## src/rtl/score_overlay_pkg.sv

```systemverilog
// Shared types and constants for the score overlay: converter states,
// 7-segment patterns and the score/BCD widths.
package score_overlay_pkg;

    localparam int SCORE_W = 14;
    localparam int BCD_W   = 16;

    typedef enum logic [1:0] {
        ST_IDLE   = 2'd0,
        ST_SHIFT  = 2'd1,
        ST_COMMIT = 2'd2
    } conv_state_e;

    // Segment patterns ordered {a,b,c,d,e,f,g}
    localparam logic [6:0] SEG_LUT [0:9] = '{
        7'b1111110,  // 0
        7'b0110000,  // 1
        7'b1101101,  // 2
        7'b1111001,  // 3
        7'b0110011,  // 4
        7'b1011011,  // 5
        7'b1011111,  // 6
        7'b1110000,  // 7
        7'b1111111,  // 8
        7'b1111011   // 9
    };

    // Non-decimal nibbles map to an all-dark glyph
    function automatic logic [6:0] seg_decode(input logic [3:0] nib);
        logic [6:0] s;
        s = 7'b0000000;
        if (nib <= 4'd9) s = SEG_LUT[nib];
        return s;
    endfunction

endpackage

```

## src/rtl/score_overlay_bin2bcd.sv

```systemverilog
// Sequential shift/add-3 binary-to-BCD converter: one score bit per cycle,
// followed by a single COMMIT cycle that pulses done.
module bin2bcd_seq
    import score_overlay_pkg::*;
(
    input  logic               clk,
    input  logic               rst,
    input  logic               start,
    input  logic [SCORE_W-1:0] bin,
    output logic               busy,
    output logic [BCD_W-1:0]   bcd,
    output logic               done
);

    conv_state_e        state_q, state_d;
    logic [3:0]         cnt_q, cnt_d;
    logic [BCD_W-1:0]   bcd_q, bcd_d;
    logic [SCORE_W-1:0] bin_q, bin_d;
    logic [BCD_W-1:0]   adj;

    // Control state: FSM and bit counter, cleared by reset to abort a conversion
    always_ff @(posedge clk or posedge rst) begin
        if (rst) begin
            state_q <= ST_IDLE;
            cnt_q   <= '0;
        end else begin
            state_q <= state_d;
            cnt_q   <= cnt_d;
        end
    end

    // Working {bcd, bin} shift register; only meaningful while converting
    always_ff @(posedge clk) begin
        bcd_q <= bcd_d;
        bin_q <= bin_d;
    end

    // Add 3 to every nibble that would overflow past 9 after the next doubling
    always_comb begin
        adj = bcd_q;
        for (int i = 0; i < BCD_W / 4; i++) begin
            if (bcd_q[i*4 +: 4] >= 4'd5) adj[i*4 +: 4] = bcd_q[i*4 +: 4] + 4'd3;
        end
    end

    // Next-state and outputs
    always_comb begin
        state_d = state_q;
        cnt_d   = cnt_q;
        bcd_d   = bcd_q;
        bin_d   = bin_q;
        busy    = 1'b0;
        done    = 1'b0;
        case (state_q)
            ST_IDLE: begin
                if (start) begin
                    bin_d   = bin;
                    bcd_d   = '0;
                    cnt_d   = '0;
                    state_d = ST_SHIFT;
                end
            end
            ST_SHIFT: begin
                busy           = 1'b1;
                {bcd_d, bin_d} = {adj, bin_q} << 1;
                cnt_d          = cnt_q + 4'd1;
                if (cnt_q == 4'(SCORE_W - 1)) state_d = ST_COMMIT;
            end
            ST_COMMIT: begin
                busy    = 1'b1;
                done    = 1'b1;
                state_d = ST_IDLE;
            end
            default: state_d = ST_IDLE;
        endcase
    end

    assign bcd = bcd_q;

endmodule

```

## src/rtl/score_overlay.sv

```systemverilog
// Score overlay: converts the score to BCD once per frame and draws four
// 7-segment digits geometrically from the raster counters.
module score_overlay
    import score_overlay_pkg::*;
#(
    parameter logic [10:0] X0       = 11'd300,
    parameter logic [9:0]  Y0       = 10'd50,
    parameter int          DIG_W    = 25,
    parameter int          DIG_H    = 50,
    parameter int          GAP      = 5,
    parameter int          SEG_T    = 4,
    parameter logic [7:0]  FG       = 8'b111_111_00,
    parameter bit          LZ_BLANK = 1'b1
) (
    input  logic               clk,
    input  logic               rst,
    input  logic [SCORE_W-1:0] score,
    input  logic [10:0]        count_h,
    input  logic [9:0]         count_v,
    output logic               pixel_on,
    output logic [7:0]         rgb,
    output logic               busy,
    output logic [BCD_W-1:0]   bcd_disp
);

    localparam logic [10:0] W11   = 11'(DIG_W);
    localparam logic [10:0] H11   = 11'(DIG_H);
    localparam logic [10:0] PITCH = 11'(DIG_W + GAP);
    localparam logic [10:0] T11   = 11'(SEG_T);
    localparam logic [10:0] H2    = 11'(DIG_H / 2);
    localparam logic [10:0] HT    = 11'(SEG_T / 2);
    localparam logic [10:0] Y_LO  = {1'b0, Y0} + 11'd1;

    function automatic logic [SCORE_W-1:0] sat_score(input logic [SCORE_W-1:0] s);
        return (s > SCORE_W'(9999)) ? SCORE_W'(9999) : s;
    endfunction

    function automatic logic [10:0] cell_lo(input int k);
        return X0 + 11'd1 + 11'(k) * PITCH;
    endfunction

    logic               frame_start, conv_start, conv_busy, conv_done;
    logic [BCD_W-1:0]   conv_bcd;
    logic [BCD_W-1:0]   bcd_disp_q, bcd_disp_d;
    logic               pixel_on_q, pixel_on_d;
    logic [7:0]         rgb_q, rgb_d;

    logic [10:0] v11, x_loc, y_loc;
    logic        in_rows, in_cell, blank;
    logic [1:0]  dig_sel;
    logic [3:0]  nib;
    logic [3:0]  lz;
    logic [6:0]  seg;
    logic        r_a, r_d, r_g, r_left, r_right, r_top;

    // A frame start while a conversion is running is dropped
    assign frame_start = (count_h == 11'd0) && (count_v == 10'd0);
    assign conv_start  = frame_start && !conv_busy;

    bin2bcd_seq u_bin2bcd (
        .clk   (clk),
        .rst   (rst),
        .start (conv_start),
        .bin   (sat_score(score)),
        .busy  (conv_busy),
        .bcd   (conv_bcd),
        .done  (conv_done)
    );

    assign bcd_disp_d = conv_done ? conv_bcd : bcd_disp_q;

    // Displayed value only moves in the COMMIT cycle so digits never tear
    always_ff @(posedge clk or posedge rst) begin
        if (rst) bcd_disp_q <= '0;
        else     bcd_disp_q <= bcd_disp_d;
    end

    // Digit-cell decode: bounds are checked before any subtraction
    always_comb begin
        v11     = {1'b0, count_v};
        in_rows = (v11 >= Y_LO) && (v11 < Y_LO + H11);
        y_loc   = in_rows ? (v11 - Y_LO) : 11'd0;
        in_cell = 1'b0;
        dig_sel = 2'd0;
        x_loc   = 11'd0;
        for (int k = 0; k < 4; k++) begin
            if ((count_h >= cell_lo(k)) && (count_h < cell_lo(k) + W11)) begin
                in_cell = 1'b1;
                dig_sel = 2'(k);
                x_loc   = count_h - cell_lo(k);
            end
        end
    end

    // Digit value selection and leading-zero blanking (digit 3 always drawn)
    always_comb begin
        case (dig_sel)
            2'd0:    nib = bcd_disp_q[15:12];
            2'd1:    nib = bcd_disp_q[11:8];
            2'd2:    nib = bcd_disp_q[7:4];
            default: nib = bcd_disp_q[3:0];
        endcase
        lz[0] = (bcd_disp_q[15:12] == 4'd0);
        lz[1] = lz[0] && (bcd_disp_q[11:8] == 4'd0);
        lz[2] = lz[1] && (bcd_disp_q[7:4] == 4'd0);
        lz[3] = 1'b0;
        blank = LZ_BLANK && lz[dig_sel];
        seg   = seg_decode(nib);
    end

    // Segment geometry within the cell
    always_comb begin
        r_a     = (y_loc < T11);
        r_d     = (y_loc >= H11 - T11);
        r_g     = (y_loc >= H2 - HT) && (y_loc < H2 + HT);
        r_left  = (x_loc < T11);
        r_right = (x_loc >= W11 - T11);
        r_top   = (y_loc < H2);
        pixel_on_d = in_rows && in_cell && !blank &&
                     ((seg[6] && r_a) ||
                      (seg[5] && r_right && r_top) ||
                      (seg[4] && r_right && !r_top) ||
                      (seg[3] && r_d) ||
                      (seg[2] && r_left && !r_top) ||
                      (seg[1] && r_left && r_top) ||
                      (seg[0] && r_g));
        rgb_d = pixel_on_d ? FG : 8'h00;
    end

    // One-cycle registered pixel output
    always_ff @(posedge clk or posedge rst) begin
        if (rst) begin
            pixel_on_q <= 1'b0;
            rgb_q      <= 8'h00;
        end else begin
            pixel_on_q <= pixel_on_d;
            rgb_q      <= rgb_d;
        end
    end

    assign pixel_on = pixel_on_q;
    assign rgb      = rgb_q;
    assign busy     = conv_busy;
    assign bcd_disp = bcd_disp_q;

endmodule

```

## config.mk

```make
export PLATFORM = sky130hd
export DESIGN_NAME = score_overlay
export DESIGN_NICKNAME = d
export VERILOG_FILES = /design/src/rtl/score_overlay_pkg.sv /design/src/rtl/score_overlay_bin2bcd.sv /design/src/rtl/score_overlay.sv
export SDC_FILE = /design/constraint.sdc
export NUM_CORES = 1
export LEC_CHECK = 0
export CELL_PAD_IN_SITES_DETAIL_PLACEMENT = 1
export CELL_PAD_IN_SITES_GLOBAL_PLACEMENT = 2
export CORE_MARGIN = 2
export CORE_UTILIZATION = 36
export CTS_CLUSTER_DIAMETER = 80
export CTS_CLUSTER_SIZE = 20
export DETAILED_ROUTE_END_ITERATION = 7
export DONT_BUFFER_PORTS = 1
export GPL_TIMING_DRIVEN = 0
export PLACE_DENSITY_LB_ADDON = 0.2
export SYNTH_ARGS = -nofsm -noshare
export SYNTH_HDL_FRONTEND = slang
export SYNTH_SLANG_ARGS = --single-unit
```

## constraint.sdc

```tcl
create_clock -name clk -period 2.9 [get_ports clk]
set_input_delay 0.29 -clock clk [delete_from_list [all_inputs] [get_ports clk]]
set_output_delay 0.29 -clock clk [all_outputs]
set_load 0.1 [all_outputs]
```

==> results.yml <==
floorplanning:
  die_x_um: 113.9
  rows: 40
  dieArea_sq_mm: 0.01298
  ios: 63
  core_sq_mm: 0.01191
  initial_utilization_pct: 36.51
  die_h_um: 113.9
sta:
  report.final.slew_viol_count: 0
  period_minus_slack_ps: 2894
  worstMarginPinSlew_ps: 1123
  finalCritPeriodShare_pct: 99.80
  fin_ws_ps: 5.772
  setup-violations-final: 0
  fmax_mhz: 345.5
  slew_headroom_pct: 24.65
  timing_hold_violations_final: 0
  finClkSkew_ps: 11.73
  rsz0062_at_grt: "true"
clock_network:
  cts_max_path_buffers: 2
  tritoncts: "yes"
  cts_hold_buf: 0
  clkLatencyLatePin_ps: 300
  h-tree-depth: 2
  cts_sinks: 53
  cts-buffers-inserted: 5
  cts.clk_slew.worst_paths_ps: 70
  cts-root-buf: "clkbuf_16"
setup_path:
  crit_end: "rgb[6]"
  crit_type: "in2reg"
  rr_endpoint: "u_bin2bcd.bcd[10]"
  reg2reg_depth: 7
  rr_startpoint: "u_bin2bcd.state_q[0]"
  r2r_setup_slack_ps: 160
  cp_max_fo: 10
  crit_start: "count_h[1]"
  arrival_ps: 3120
  critical_path_required_ps: 3120
  worstSetupEndpointType: "flop"
  start_kind: "primary input"
logic_synthesis:
  ys_ff_latch: 53
  netlist_instances: 495
  synth.most_common_cell: "nand2_1"
  ys_async_sr_fraction_pct: 43.40
  ys_warn_count: 0
  synth_area_leaders: "edfxtp_1 (21%), dfrtp_1 (13%), ha_1 (8.1%)"
  synth_ff_type: "edfxtp_1"
  yosysSeqAreaShare_pct: 33.95
  syn_area_per_cell_sq_um: 8.786
  synth_top_area_share_pct: 20.71
  synth_edf_count: 30
  synth_common_cells: "nand2_1 (49), nor2_1 (44), o21ai_0 (35)"
  syn-cell-area_sq_mm: 0.004349
  ys_types: 77
  synth_area_leader_cell: "edfxtp_1"
drt:
  drcViolationCount: 0
  wirelength_um: 12500
  vias_per_cell: 5.863
  first_pass_iters: 4
  drt_iter0_drc: 234
  avgRoutedWirePerCell_um: 19.00
  ant_nets: 0
  via_count: 3858
finish:
  area.growth.synth_to_final_pct: 13.55
  final_cell_area_sq_mm: 0.004938
  fin_cells: 658
  layout.nets: 575
  final_util_pct: 41.46
  layout-drive-gt1-share_pct: 16.24
  diodes: 0
global_routing:
  track_usage_pct: 19.80
  antenna_found_initial: 0
  grt_first_pass_wirelength_um: 20770
  grt_max_degree: 24
  grt_pass1_vias: 4075
  overflow: 0
place:
  dp.final_hpwl_um: 9373
  place_congestion: 0.8133
  dp.cells: 643
  numPortBuffers: 0
  post-place-ws_ps: -709.1
  dpl_cell_area_sq_mm: 0.004574
run:
  max_cap_viol_count: 0
power:
  peakVddDrop_mv: 0.6311
  power_leakage_nw: 1.869
  power_density_mw_per_mm2: 1049
  total_power_w: 0.005179
min_path:
  worstHoldPathType: "in2async"
run_status:
  status: "complete, no violations"
-- final cells by class --
type	instances	area (sq um)
Fill cell	1411	6973
Multi-Input combinational cell	381	2728
Sequential cell	53	1476
Buffer	32	193.9
Tap cell	147	183.9
Clock buffer	6	138.9
Inverter	30	128.9
Timing Repair Buffer	6	45.04
Clock inverter	2	37.54
Timing Repair inverter	1	6.256
-- sequential cells by signal, summed over array words and instances (netlist names) --
register / cells
bcd_disp: 16
u_bin2bcd.bin_q: 14
rgb: 1
u_bin2bcd.state_q: 2
u_bin2bcd.bcd: 16
u_bin2bcd.cnt_q: 4
-- per-stage QoR --
| stage | TNS (ps) | hold WS (ps) |
|---|---|---|
| 2_1_floorplan | -67.75 | 291.9 |
| 3_3_place_gp | -21350 | 436.5 |
| 3_5_place_dp | -22520 | 443.6 |
| 4_1_cts | 0 | 120.5 |
| 5_1_grt | -108.4 | 186.3 |
| 6_report | 0 | 89.74 |
-- power breakdown --
group          leakage (nW)  internal (W)  switching, W
sequential            0.575       0.00128       0.00123
combinational          1.21      0.000793       0.00118
clock                0.0831      0.000431      0.000267
total                  1.87       0.00251       0.00267
-- how the worst min path moves through the flow --
stage / to / slack (ps) / cells after the start
floorplan: bcd_disp[0] / 290 / 1
global placement: bcd_disp[1] / 440 / 1
detailed placement: bcd_disp[1] / 440 / 1
CTS: bcd_disp[2] / 120 / 1
global route: bcd_disp[2] / 190 / 1
finish: bcd_disp[2] / 90 / 1
-- cell usage in the layout, fill, tap and decap left out, drive strengths merged, types with 4 or more instances in the layout --
master	instances
a211oi	6
a21boi	4
a21oi	21
a221oi	8
a31oi	4
and2	5
buf	19
clkbuf	25
dfrtp	23
edfxtp	30
ha	28
inv	30
mux2	18
nand2	49
nand2b	10
nand3	17
nand3b	6
nand4	6
nor2	45
nor2b	4
nor3	12
nor4	5
o211ai	9
o21ai	38
o221ai	5
o22ai	5
o2bb2ai	4
o31ai	4
or3	5
or4	4
xnor2	4
xor2	5
-- logic make-up after synthesis --
logic type               synth area share [%]
other                                 0.08622
AO/OA/AOI/OAI                           23.42
flip-flops                              33.95
multiplexers                            4.891
XOR/XNOR                                1.812
buffers and inverters                   6.645
adder cells (fa/ha/maj)                 8.055
AND/OR/NAND/NOR                         21.15
-- critical path, cell delays in order --
cell       delay (ps)
clkbuf_8          140
inv_2              70
ha_1              200
o41a_1            470
o211ai_4          240
and2_1            180
clkbuf_8          170
nand3_2           110
o2bb2ai_4         210
ha_1              330
o21ai_0           100
o221ai_1          260
a22oi_1           140
a41oi_2           200
-- timing repair --
item,CTS,global route
setup buffers,6,0
pin swaps,6,0
cloned,1,0
setup endpoints to repair,35,31
resized for setup,18,5
-- metal layers --
metal	part of all wire (%)	global-route usage, %
met2	48	33.09
met3	4.8	3.613
met1	46	26.79
met4	1.1	4.553
met5	0	0
No activity file was read; power rests on OpenSTA's default activity.
